==> src/rtl/timer_delay_datapath.sv <==
// Delay-load and interval-timing datapath for the programmable timer.
// Shifts a serial delay in MSB first, then counts (delay+1) units of TICKS_PER_UNIT cycles.
module timer_delay_datapath #(
  parameter int DELAY_W        = 4,
  parameter int TICKS_PER_UNIT = 1000,
  parameter int SUB_W          = $clog2(TICKS_PER_UNIT)
) (
  input  logic               clk,
  input  logic               reset,
  input  logic               data,
  input  logic               shift_ena,
  input  logic               counting,
  output logic [DELAY_W-1:0] count,
  output logic               done_counting,
  output logic               unit_tick
);

  localparam logic [SUB_W-1:0] SUB_LAST = SUB_W'(TICKS_PER_UNIT - 1);

  logic [DELAY_W-1:0] count_q, count_d;
  logic [SUB_W-1:0]   sub_q, sub_d;
  logic               unit_end;
  logic               active;

  assign unit_end = (sub_q == SUB_LAST);
  // Shift has priority over counting, so a simultaneous request never ticks.
  assign active        = counting & ~shift_ena & ~reset;
  assign unit_tick     = active & unit_end;
  assign done_counting = unit_tick & (count_q == '0);
  assign count         = count_q;

  always_comb begin
    count_d = count_q;
    sub_d   = '0;
    if (shift_ena) begin
      count_d = {count_q[DELAY_W-2:0], data};
    end else if (counting) begin
      if (unit_end) begin
        // Saturate at zero so a held counting input keeps pulsing without wrapping.
        if (count_q != '0) count_d = count_q - DELAY_W'(1);
      end else begin
        sub_d = sub_q + SUB_W'(1);
      end
    end
  end

  always_ff @(posedge clk) begin
    if (reset) begin
      count_q <= '0;
      sub_q   <= '0;
    end else begin
      count_q <= count_d;
      sub_q   <= sub_d;
    end
  end

endmodule

==> config.mk <==
export PLATFORM = sky130hd
export DESIGN_NAME = timer_delay_datapath
export DESIGN_NICKNAME = d
export VERILOG_FILES = /design/src/rtl/timer_delay_datapath.sv
export SDC_FILE = /design/constraint.sdc
export NUM_CORES = 1
export LEC_CHECK = 0
export CAP_MARGIN = 20
export CORE_UTILIZATION = 40
export CTS_CLUSTER_DIAMETER = 50
export DETAILED_ROUTE_END_ITERATION = 6
export SYNTH_ARGS = -nofsm -noshare
export SYNTH_HDL_FRONTEND = slang
export SYNTH_SLANG_ARGS = --single-unit
==> constraint.sdc <==
create_clock -name clk -period 2.1 [get_ports clk]
set_input_delay 0.42 -clock clk [delete_from_list [all_inputs] [get_ports clk]]
set_output_delay 0.42 -clock clk [all_outputs]
set_load 0.05 [all_outputs]
* After elaboration in Yosys (flattened, before gate mapping)
Index checks and enable logic that the tools add are counted.
** Storage, ports and cells
- Flip-flop bits (word level) :: 14
- Input port bits :: 5
- Output and inout bits :: 6
- Logic and storage cells :: 23
** Operators by class
- Add/sub/neg operators :: 2
- Equal/unequal tests :: 1
- Multiplexer cells :: 4
- Bitwise gates (word level) :: 7
- Reduce and logical (&&, ||, !) cells :: 7
** Operators by type and width (count)
- 4-bit two-way mux :: 4
- 10-bit by 1-bit adder with 10-bit output (second input constant) :: 1
- 10-bit equality test (second input constant) :: 1
- 2-bit nonzero test :: 3
- 1-bit AND :: 4
- 4-bit logical NOT :: 1
- 4-bit nonzero test :: 1
- 4-bit OR reduction :: 1
- 4-bit by 1-bit subtractor with 4-bit output (second input constant) :: 1
- 1-bit NOT :: 3
- 3-bit AND reduction :: 1

* Logic depth before layout (Yosys ltp)
- Depth after elaboration :: 5
- Mapped depth :: 6

* Worst setup path after synthesis
OpenSTA, ideal clock, no wires.
- Path type :: register to output
- Start :: register count_q[1] (netlist: count[1])
- End :: output port done_counting
- Data arrival time :: 2.218 ns
- Required time :: 1.680 ns
- Path slack :: -0.538 ns
- Stages on the path, launching flop included :: 5
- Buffers on the path :: 0
- Path through :: dfxtp_1 -> inv_1 -> ha_1 -> or3b_1 -> nor3_1
** On the way
- Longest elaborated chain between the ends :: 2
** Ends and longest elaborated chain
- from (decl) :: line 20 : logic [DELAY_W-1:0] count_q, count_d;
- from (signal assigned) :: line 52 : count_q <= count_d;
- 4-bit logical NOT :: line 29 : assign done_counting = unit_tick & (count_q == '0);
- 1-bit AND :: line 29
- to (decl) :: line 14 : output logic done_counting,
No other way between the ends.

* Final worst setup path
- Start :: register count_q[0] (netlist: count[0])
- End :: output port done_counting
Same word-level chain as after synthesis.

==> impl_metrics.tcl <==
set metrics [dict create \
    vias 648 \
    grt_pass1_vias 606 \
    row_count 14 \
    cts.sink_count 14 \
    cp-start-kind "flip-flop" \
    wl_per_cell_um 11.4 \
    synthAdderAreaFrac 0.0523 \
    top_usage_layer "met2" \
    pwr_density_cell_nw_per_um2 567 \
    synth_top_family_by_area "simple AND/OR/NAND/NOR gates" \
    nets 114 \
    ys_types 27 \
    via_per_inst 5.02 \
    fp.coreArea_um2 1590 \
    fin_util 0.606 \
    synth_compound_area_frac 0.120 \
    drive_gt1_frac 0.219 \
    timing.final.crit_period_ns 2.03 \
    cpMaxStageDelayCell "or3b_4" \
    place.gp.congestion 0.765 \
    drv_slew 0 \
    post-cts-setup-buffer-count 0 \
    grt_pass1_wl_um 2620 \
    grt_util_met1 0.244 \
    drt_pre_antenna_iters 4 \
    worstSetupPathType "flip-flop to output port" \
    netlist_area_um2 718 \
    status "finished, final reports clean" \
    min_path_type "flip-flop to flip-flop" \
    max_clock_freq_mhz 492 \
    finClkSkew_ns 0.000645 \
    synth-seq-area-share 0.390 \
    syn_inst 87 \
    h-tree-depth 1 \
    drv_cap 0 \
    grtUsageMet2 0.268 \
    synthFlopType "dfxtp_1" \
    diodes 0 \
    rsz0062_at_grt "yes" \
    wl_um 1470 \
    antenna_found_initial 0 \
    leakagePower_nw 0.342 \
    max_stage_delay_ns 0.40 \
    clk_path_buf_depth 2 \
    drt_iter0_markers 13 \
    worst-path-max-fanout 6 \
    fin_crit_sh 0.968 \
    required_ns 1.68 \
    synth-edff-count 0 \
    die_area_um2 1970 \
    cts_tree "yes" \
    ys_ff_latch 14 \
    worst_slew_pin_slew_ns 0.504 \
    start_util 0.451 \
    clk_latency_ns 0.28 \
    setup_viol 0 \
    grt_start_max_net_pins 10 \
    crit_chain "inv_1 > ha_1 > or3b_4 > nor3_4 > buf_12" \
    die_w_um 44.4 \
    dp_hpwl_um 1130 \
    use_met3 0.0612 \
    nFillCells 146 \
    pin_count 11 \
    end_kind "output port" \
    max-vdd-ir-drop_mv 0.320 \
    syn_avg_cell_area_um2 8.26 \
    worstPathArrival_ns 1.61 \
    grt_overflow 0 \
    synth_nets 95 \
    portBuffers 10 \
    synth.mux.area_fraction 0 \
    async_flop_share 0 \
    power_mw 0.548 \
    yosys.area_share.simple 0.319 \
    ys_warn_count 0 \
    yosys.area_share.xor_xnor 0.0854 \
    drc_errors 0 \
    cts-buffers-inserted 3 \
    cts_root_buf "clkbuf_4" \
    ant_nets 0 \
    timing_hold_violations_final 0 \
    slew_headroom 0.663 \
    syn_to_final_growth_pct 34.5 \
    fp.dieH_um 44.4 \
    cts.clk_slew.worst_paths_ns 0.09 \
    grtUsageTotal 0.179 \
]
==> metrics by stage <==
stage / hold slack, ns / instances / TNS, ns / instance area, µm² / worst slack, ns
CTS: 0.468 / 129 / 0 / 952 / 0.00737
global placement: 0.434 / 125 / 0 / 916 / 0.122
global route: 0.480 / 129 / -0.00562 / 966 / -0.00562
finish: 0.463 / 129 / 0 / 966 / 0.0673
detailed placement: 0.445 / 125 / 0 / 916 / 0.0875
floorplan: 0.418 / 87 / 0 / 729 / 0.0553
==> registers in the layout (all words and copies together) (netlist names) <==
signal / cells
count: 4
sub_q: 10
==> metal layers <==
layer / up-vias / routed length, µm
met2: 5 / 612
met1: 306 / 815
li1: 335 / -
met3: 2 / 32
met4: 0 / 11
met5: - / 0
==> cell usage after synthesis, drive strengths merged, types with 2 or more instances <==
cell / n / share of area
nand4: 2 / 0.017
inv: 4 / 0.021
and3: 2 / 0.019
o31a: 3 / 0.037
nor2: 14 / 0.073
xnor2: 3 / 0.037
ha: 3 / 0.052
dfxtp: 14 / 0.39
nand3: 4 / 0.035
a21oi: 4 / 0.028
nor3: 5 / 0.035
nor4: 3 / 0.026
xor2: 4 / 0.049
nand2: 10 / 0.056
o21ai: 2 / 0.014
o2bb2a: 2 / 0.031
==> worst paths after layout <==
check | slack [ns] | startpoint | endpoint | depth (start not counted)
min reg2reg | 0.46 | sub_q[0] | sub_q[0] | 1
max | 0.07 | count[0] | done_counting | 5
min | 0.46 | sub_q[0] | sub_q[0] | 1
max reg2reg | 0.40 | count[0] | count[2] | 6
==> power by group <==
| part | switching (mW) | internal [mW] | leakage (nW) |
|---|---|---|---|
| registers | 0.00584 | 0.270 | 0.114 |
| logic | 0.0397 | 0.0328 | 0.207 |
| clock network | 0.0931 | 0.106 | 0.0210 |
| total | 0.139 | 0.409 | 0.342 |
==> logic make-up (layout without fill, tap and decap cells) <==
kind of cell             Yosys count  count (layout)
AO/OA/AOI/OAI                     12              12
AND/OR/NAND/NOR                   45              45
flip-flops                        14              14
XOR/XNOR                           7               7
adder cells (fa/ha/maj)            3               3
buffers and inverters              6              24
==> cells in the final DEF, fill, tap and decap left out, drive strengths merged, types with 2 or more instances in the layout <==
cell type | Yosys | final
nand3 | 4 | 4
a21oi | 4 | 4
nand2 | 10 | 10
nand4 | 2 | 2
xor2 | 4 | 4
nor4 | 3 | 3
o31a | 3 | 3
ha | 3 | 3
clkdlybuf4s50 | 0 | 8
nor3 | 5 | 5
inv | 4 | 4
xnor2 | 3 | 3
o2bb2a | 2 | 2
o21ai | 2 | 2
and3 | 2 | 2
clkbuf | 1 | 4
buf | 1 | 8
dfxtp | 14 | 14
nor2 | 14 | 14
==> area by class of cell <==
class	count	area (µm²)	area share
Multi-Input combinational cell	67	438	0.453
Sequential cell	14	282	0.291
Timing Repair Buffer	16	165	0.171
Clock buffer	4	36.3	0.0376
Tap cell	24	30.0	0.0311
Inverter	4	15.0	0.0155
==> critical path: cells and delay by family (launching register included) <==
| family | cells | cell delay, ns |
|---|---|---|
| and+or+nand+nor | 2 | 0.56 |
| DFF | 1 | 0.36 |
| buffers and inverters | 2 | 0.25 |
| adders and majority gates | 1 | 0.17 |
==> repair_timing <==
action | in CTS | in global routing
resized for setup | 0 | 5
setup endpoints to repair | 0 | 2
hold buffers | 0 | 0
Power figures use the tool's default switching activity.
